==> config.mk <==
export PLATFORM = sky130hd
export DESIGN_NAME = mux_select_arbiter_flat
export DESIGN_NICKNAME = d
export VERILOG_FILES = /design/src/rtl/mux_select_arbiter_if.sv /design/src/rtl/mux_select_arbiter.sv /design/src/flat_wrapper.sv
export SDC_FILE = /design/constraint.sdc
export NUM_CORES = 1
export LEC_CHECK = 0
export ABC_AREA = 0
export CAP_MARGIN = 20
export CELL_PAD_IN_SITES_DETAIL_PLACEMENT = 1
export CELL_PAD_IN_SITES_GLOBAL_PLACEMENT = 1
export CORE_MARGIN = 2
export CORE_UTILIZATION = 25
export CTS_BUF_LIST = sky130_fd_sc_hd__clkbuf_2
export DETAILED_ROUTE_END_ITERATION = 8
export PLACE_DENSITY_LB_ADDON = 0.1
export SYNTH_ARGS = -nofsm -noshare
export SYNTH_HDL_FRONTEND = slang
export SYNTH_SLANG_ARGS = --single-unit
==> constraint.sdc <==
create_clock -name clk -period 4.4 [get_ports clk]
set_input_delay 0.66 -clock clk [delete_from_list [all_inputs] [get_ports clk]]
set_output_delay 0.66 -clock clk [all_outputs]
set_load 0.03 [all_outputs]
==> src/rtl/mux_select_arbiter_if.sv <==
// mux_select_arbiter_if: request/release handshake, grant, select and counter bundle for the mux arbiter
interface mux_select_arbiter_if #(parameter int CNT_W = 8);
  logic req_a;
  logic req_b;
  logic done_a;
  logic done_b;
  logic gnt_a;
  logic gnt_b;
  logic S;
  logic busy;
  logic [CNT_W-1:0] grants_a;
  logic [CNT_W-1:0] grants_b;
  modport master (
    output req_a, req_b, done_a, done_b,
    input  gnt_a, gnt_b, S, busy, grants_a, grants_b
  );
  modport slave (
    input  req_a, req_b, done_a, done_b,
    output gnt_a, gnt_b, S, busy, grants_a, grants_b
  );
endinterface

==> src/rtl/mux_select_arbiter.sv <==
// mux_select_arbiter: round-robin two-way arbiter driving a delayed 2:1 mux select,
// with a one-cycle guard gap between owners and per-requester grant counters
module mux_select_arbiter #(
  parameter int MAX_HOLD = 4,
  parameter int CNT_W = 8
) (
  input logic clk,
  input logic Reset_L,
  mux_select_arbiter_if.slave bus
);
  typedef enum logic [1:0] {IDLE, GRANT_A, GRANT_B, GUARD} state_t;
  localparam logic [7:0] HOLD_MAX = 8'(MAX_HOLD);
  state_t state;
  logic last;
  logic [7:0] hold;
  logic pick_a, pick_b, at_max, exit_a, exit_b;
  // last=1 means B was granted most recently, so A wins a tie
  always_comb begin
    pick_a = bus.req_a & (~bus.req_b | last);
    pick_b = bus.req_b & (~bus.req_a | ~last);
    at_max = hold == HOLD_MAX;
    exit_a = bus.done_a | ~bus.req_a | (at_max & bus.req_b);
    exit_b = bus.done_b | ~bus.req_b | (at_max & bus.req_a);
  end
  always_ff @(posedge clk or negedge Reset_L) begin
    if (!Reset_L) begin
      state <= IDLE;
      last <= 1'b1;
      hold <= '0;
      bus.gnt_a <= 1'b0;
      bus.gnt_b <= 1'b0;
      bus.S <= 1'b0;
      bus.busy <= 1'b0;
      bus.grants_a <= '0;
      bus.grants_b <= '0;
    end else begin
      case (state)
        GRANT_A: begin
          if (exit_a) begin
            state <= GUARD;
            bus.gnt_a <= 1'b0;
          end else if (!at_max) hold <= hold + 8'd1;
        end
        GRANT_B: begin
          if (exit_b) begin
            state <= GUARD;
            bus.gnt_b <= 1'b0;
          end else if (!at_max) hold <= hold + 8'd1;
        end
        default: begin
          if (pick_a) begin
            state <= GRANT_A;
            last <= 1'b0;
            hold <= 8'd1;
            bus.gnt_a <= 1'b1;
            bus.S <= 1'b0;
            bus.busy <= 1'b1;
            bus.grants_a <= bus.grants_a + 1'b1;
          end else if (pick_b) begin
            state <= GRANT_B;
            last <= 1'b1;
            hold <= 8'd1;
            bus.gnt_b <= 1'b1;
            bus.S <= 1'b1;
            bus.busy <= 1'b1;
            bus.grants_b <= bus.grants_b + 1'b1;
          end else begin
            state <= IDLE;
            bus.busy <= 1'b0;
          end
        end
      endcase
    end
  end
endmodule

==> src/flat_wrapper.sv <==
// flat-port wrapper written by rule: the top's interface ports become plain ports
module mux_select_arbiter_flat 
#(
  parameter int MAX_HOLD = 4,
  parameter int CNT_W = 8
)
  (clk, Reset_L, bus_req_a, bus_req_b, bus_done_a, bus_done_b, bus_gnt_a, bus_gnt_b, bus_S, bus_busy, bus_grants_a, bus_grants_b);
  mux_select_arbiter_if #(.CNT_W(CNT_W)) bus_i ();
  input logic clk;
  input logic Reset_L;
  input wire logic [$bits(bus_i.req_a)-1:0] bus_req_a;
  input wire logic [$bits(bus_i.req_b)-1:0] bus_req_b;
  input wire logic [$bits(bus_i.done_a)-1:0] bus_done_a;
  input wire logic [$bits(bus_i.done_b)-1:0] bus_done_b;
  output wire logic [$bits(bus_i.gnt_a)-1:0] bus_gnt_a;
  output wire logic [$bits(bus_i.gnt_b)-1:0] bus_gnt_b;
  output wire logic [$bits(bus_i.S)-1:0] bus_S;
  output wire logic [$bits(bus_i.busy)-1:0] bus_busy;
  output wire logic [$bits(bus_i.grants_a)-1:0] bus_grants_a;
  output wire logic [$bits(bus_i.grants_b)-1:0] bus_grants_b;
  assign bus_i.req_a = bus_req_a;
  assign bus_i.req_b = bus_req_b;
  assign bus_i.done_a = bus_done_a;
  assign bus_i.done_b = bus_done_b;
  assign bus_gnt_a = bus_i.gnt_a;
  assign bus_gnt_b = bus_i.gnt_b;
  assign bus_S = bus_i.S;
  assign bus_busy = bus_i.busy;
  assign bus_grants_a = bus_i.grants_a;
  assign bus_grants_b = bus_i.grants_b;
  mux_select_arbiter #(.MAX_HOLD(MAX_HOLD), .CNT_W(CNT_W)) u_core (.clk(clk), .Reset_L(Reset_L), .bus(bus_i));
endmodule
== After elaboration in Yosys (flattened, before gate mapping) ==
Index checks and enable logic that the tools add are counted.
Word-level totals
  register bits after elaboration: 31
  input port bits: 6
Operators by class
  $add $sub $neg: 3
  equal/unequal tests: 8
  muxes and demuxes: 21
  bitwise logic cells: 17
  reduce and logical (&&, ||, !) cells: 12
Operators with widths (number)
  $mux 8: 5
  $add 8x1->8 const B: 3
  $pmux 8 s2: 1
  $reduce_and 3->1: 3
  $eq 8x3->1 const B: 1
  $mux 1: 8
  $mux 2: 4
  $not 1->1: 7
  $ne 2x2->1 const B: 3
  $or 1x1->1: 6
  $reduce_and 2->1: 3
  $reduce_bool 2->1: 3
  $and 1x1->1: 4
  $ne 2x1->1 const B: 2
  $pmux 1 s2: 2
  $pmux 2 s2: 1
  $reduce_and 4->1: 1
  $reduce_bool 4->1: 1
  $eq 2x1->1 const B: 1
  $eq 2x2->1 const B: 1
  $reduce_or 2->1: 1

== Longest topological paths before layout ==
  depth in word-level cells: 6
  gate-level depth with buffers: 7
  mapped depth without buffers: 6

== Worst setup path after synthesis ==
Ideal clock, no wire load.
  path type: input port to flip-flop
  start point: input port bus_req_b
  end point: register u_core.bus.grants_b[6]
  data arrival time: 1720 ps
  slack: 2546 ps
  stages: 5
  buffers on the path: 1
  path through: buf_2 a21boi_0 and3_1 nand4_1 xnor2_1
On the way
  longest elaborated chain between the ends: 5
  elaborated cells between the ends (all ways): 6
  those cells by class: bitwise: 5; reduce/logical: 1
Ends and longest elaborated chain
  from (decl): RTL line flat_wrapper.sv:12  | input wire logic [$bits(bus_i.req_b)-1:0] bus_req_b;
  $not 1->1: RTL line mux_select_arbiter.sv:19  | pick_a = bus.req_a & (~bus.req_b | last);
  $or 1x1->1: RTL line mux_select_arbiter.sv:19
  $and 1x1->1: RTL line mux_select_arbiter.sv:19
  $not 1->1 (no line)
  $reduce_and 3->1 (no line) *
  to (signal assigned): RTL line mux_select_arbiter.sv:66  | bus.grants_b <= bus.grants_b + 1'b1;
  to (decl): RTL line mux_select_arbiter_if.sv:19  | output gnt_a, gnt_b, S, busy, grants_a, grants_b
Mark *: on every way between the ends. The rest lies on a longest branch, timed or not.
A chain may end at the register's enable or synchronous reset.

== Final worst setup path ==
  start point: register u_core.state[0]
  end point: register u_core.hold[3]
On the way
  longest elaborated chain between the ends: 3
  elaborated cells between the ends (all ways): 7
  those cells by class: eq/ne: 4; mux: 1; reduce/logical: 2
Ends and longest elaborated chain
  from (decl): RTL line mux_select_arbiter.sv:13  | state_t state;
  from (signal assigned): RTL line mux_select_arbiter.sv:27  | state <= IDLE;
  from (signal assigned): RTL line mux_select_arbiter.sv:40  | state <= GUARD;
  from (signal assigned): RTL line mux_select_arbiter.sv:46  | state <= GUARD;
  $eq 2x2->1 or $eq 2x1->1 (tied branches): RTL line mux_select_arbiter.sv:37  | case (state)
  $ne 2x2->1 (no line) or $reduce_bool 4->1 (tied branches)
  $reduce_and 3->1 (no line)
  to (signal assigned): RTL line mux_select_arbiter.sv:42  | end else if (!at_max) hold <= hold + 8'd1;
  to (signal assigned): RTL line mux_select_arbiter.sv:48  | end else if (!at_max) hold <= hold + 8'd1;
  to (decl): RTL line mux_select_arbiter.sv:15  | logic [7:0] hold;
Parallel ways exist; a longest one is shown, timed or not.

==> flow_summary.ini <==
[outcome]
status = finished clean

[die]
start_util_pct = 26.0
rows = 29
die_y_um = 85.3
chipWidth_um = 85.3
core_um2 = 6350
die_area_um2 = 7270
ioPinCount = 26

[synthesis]
avgSynthCellArea_um2 = 10.4
synth_seq_cells = 31
async_reset_ff_share_pct = 100
seq_area_frac_synth_pct = 47.1
synthesis.nets = 170
syn_inst = 158
synth_edf_count = 0
yosys_warnings = 0
syn_area_um2 = 1650
synth_flop_cell = dfrtp_1
synth_cell_type_count = 41

[clock_tree]
path_clk_slew_ps = 180
cts.htree.levels = 2
cts_resized = 0
clk_latency_ps = 370
cts-root-buf = clkbuf_2
postCtsHoldBufs = 0
cts_sinks = 31
cts_buffer_depth = 2
cts_inserted_buffers = 5
cts_setup_buffers = 0
cts_tree = built

[power_and_ir_drop]
power_density_nw_per_um2 = 704
vdd_ir_drop_max_uv = 332
p_leak_uw = 0.000884

[critical_path]
critical_path.startpoint_type = register
cp_cell_sequence = inv_1 -> ha_1 -> nor2b_1 -> o21ai_1 -> a31oi_1 -> a311o_1
critPathMaxFanout = 20
worst-path-buf-inv = 1
ff2ff_path_depth = 6
r2r-end = u_core.hold[3]
r2r_start = u_core.state[0]
worstSetupStartpoint = u_core.state[0]
cp-end-kind = register
worstPathRequired_ps = 4690
cpPeakStageDelay_ps = 570
crit_type = reg2reg
r2r_slack_ps = 2000
arrival_ps = 2690
crit_slowest_cell = ha_1
cpLargestDelayFamily = compound AO/OA/AOI/OAI gates

[drt]
wl_um = 4250
drt_iter0_markers = 67
vias = 1388
wl_per_cell_um = 16.0
viasPerCell = 5.24
remaining_drc_errors = 0
ant_nets = 0
dr.pass1.iters = 4

[layout]
final_common_cell = dfrtp_1
nets = 199
num_antenna_cells = 0
area_delta_synth_final_pct = 24.3
mostFrequentLayoutCells = dfrtp_1 (30), clkdlybuf4s50_1 (25), inv_1 (10)
final_area_um2 = 2050
drive_above_1_share_pct = 10.1

[worst_hold_path]
whs_path_depth = 1
min-delay-start = u_core.bus.grants_a[7]
min_to = u_core.bus.grants_a[7]
hold_class = reg2reg

[sta]
grt_setup_unrepaired = false
setup_tns_ps = 0
hold_viol = 0
tightest_slew_ps = 730
maxSlewViolCount = 0
fin_worst_skew_ps = 24.5
period_share_pct = 54.6
setup_viol = 0
min_period_ps = 2400
fmax_mhz = 416
slew_headroom_pct = 51.4

[global_routing]
track_usage_pct = 12.6
antenna_found_initial = 0
grt_pass1_vias = 1413
grt_overflow = 0
grt_max_degree = 32
grt_pass1_wl_um = 7200

[placement]
dp_hpwl_um = 2980
dpl-instance-area_um2 = 1990
gp_congestion = 0.769
port_buffers = 25

[run]
maxCapViolCount = 0
[routing by layer]
metal	share of wire, %	vias up	GRT usage (%)
li1	-	639	-
met1	48	689	17.5
met2	44	48	18.2
met3	5.5	12	3.70
met4	2.3	0	5.19
met5	0	-	0
[per-stage QoR]
stage                     total power, uW  utilization, %  std cells  setup WS, ps  hold WS (ps)
after floorplan                       981               -        158          2550           364
after CTS                            1460            32.3        265          2010           493
after global placement               1230            31.3        257          1720           456
final                                1440            32.3        265          2000           479
after global routing                 1560            32.3        265          1770           522
after detailed placement             1250            31.3        257          1600           466
[cell type report]
| type | instances | area (um2) |
|---|---|---|
| clock buffers | 5 | 25.0 |
| clock inverters | 3 | 38.8 |
| inverters | 10 | 37.5 |
| flip-flops and latches | 31 | 777 |
| multi-input cells | 113 | 818 |
| well taps | 77 | 96.3 |
| repair buffers | 26 | 258 |
| fillers | 713 | 4300 |
[worst reg2reg max path, cell delays in order (launching register included)]
cell     delay (ps)
dfrtp_1         390
inv_1            60
ha_1            570
nor2b_1         250
o21ai_1         550
a31oi_1         180
a311o_1         320
[logic make-up (layout without fill, tap and decap cells)]
| group | after synthesis | count (layout) | synth area share [%] |
|---|---|---|---|
| AND/OR/NAND/NOR | 54 | 54 | 19.1 |
| buffers and inverters | 14 | 44 | 3.34 |
| adder cells (fa/ha/maj) | 6 | 6 | 4.55 |
| XOR/XNOR | 14 | 14 | 7.43 |
| AO/OA/AOI/OAI | 34 | 34 | 15.3 |
| flip-flops | 31 | 31 | 47.1 |
| multiplexers | 5 | 5 | 3.18 |
[flip-flops by register name, summed over array words and instances, names as in the netlist]
register / flops
u_core.bus.gnt_a: 1
u_core.bus.gnt_b: 1
u_core.bus.grants_a: 8
u_core.bus.grants_b: 8
u_core.state: 2
u_core.bus.S: 1
u_core.last: 1
u_core.bus.busy: 1
u_core.hold: 8
[worst max path at each step]
stage                              to  depth (start not counted)
2_1_floorplan  u_core.bus.grants_b[6]                          5
3_3_place_gp   u_core.bus.grants_b[7]                          5
3_5_place_dp           u_core.hold[0]                          5
4_1_cts                u_core.hold[0]                          6
5_1_grt                u_core.hold[3]                          6
6_report               u_core.hold[3]                          6
[synthesized netlist by cell type (2+ instances only)]
master	n	area, um2
dfrtp_1	30	751
inv_1	10	37.5
nand4_1	9	56.3
nor2_1	9	33.8
xnor2_1	9	78.8
a21oi_1	7	35.0
nand2_1	7	26.3
and3_1	6	37.5
ha_1	6	75.1
nand3_1	6	30.0
a22o_1	5	43.8
a31oi_1	5	31.3
nor3_1	5	25.0
xor2_1	5	43.8
o21ai_0	4	20.0
mux2i_1	3	30.0
a311o_1	2	20.0
a31o_2	2	17.5
and3_2	2	15.0
buf_2	2	10.0
mux2_2	2	22.5
nand2b_1	2	12.5
nor2b_1	2	12.5
[power by group]
part	leakage [uW]	internal (uW)	switching (uW)
clock	0.0000404	93.5	104
combinational	0.000456	313	463
sequential	0.000388	381	89.7
total	0.000884	787	657
Power figures use the tool's default switching activity.
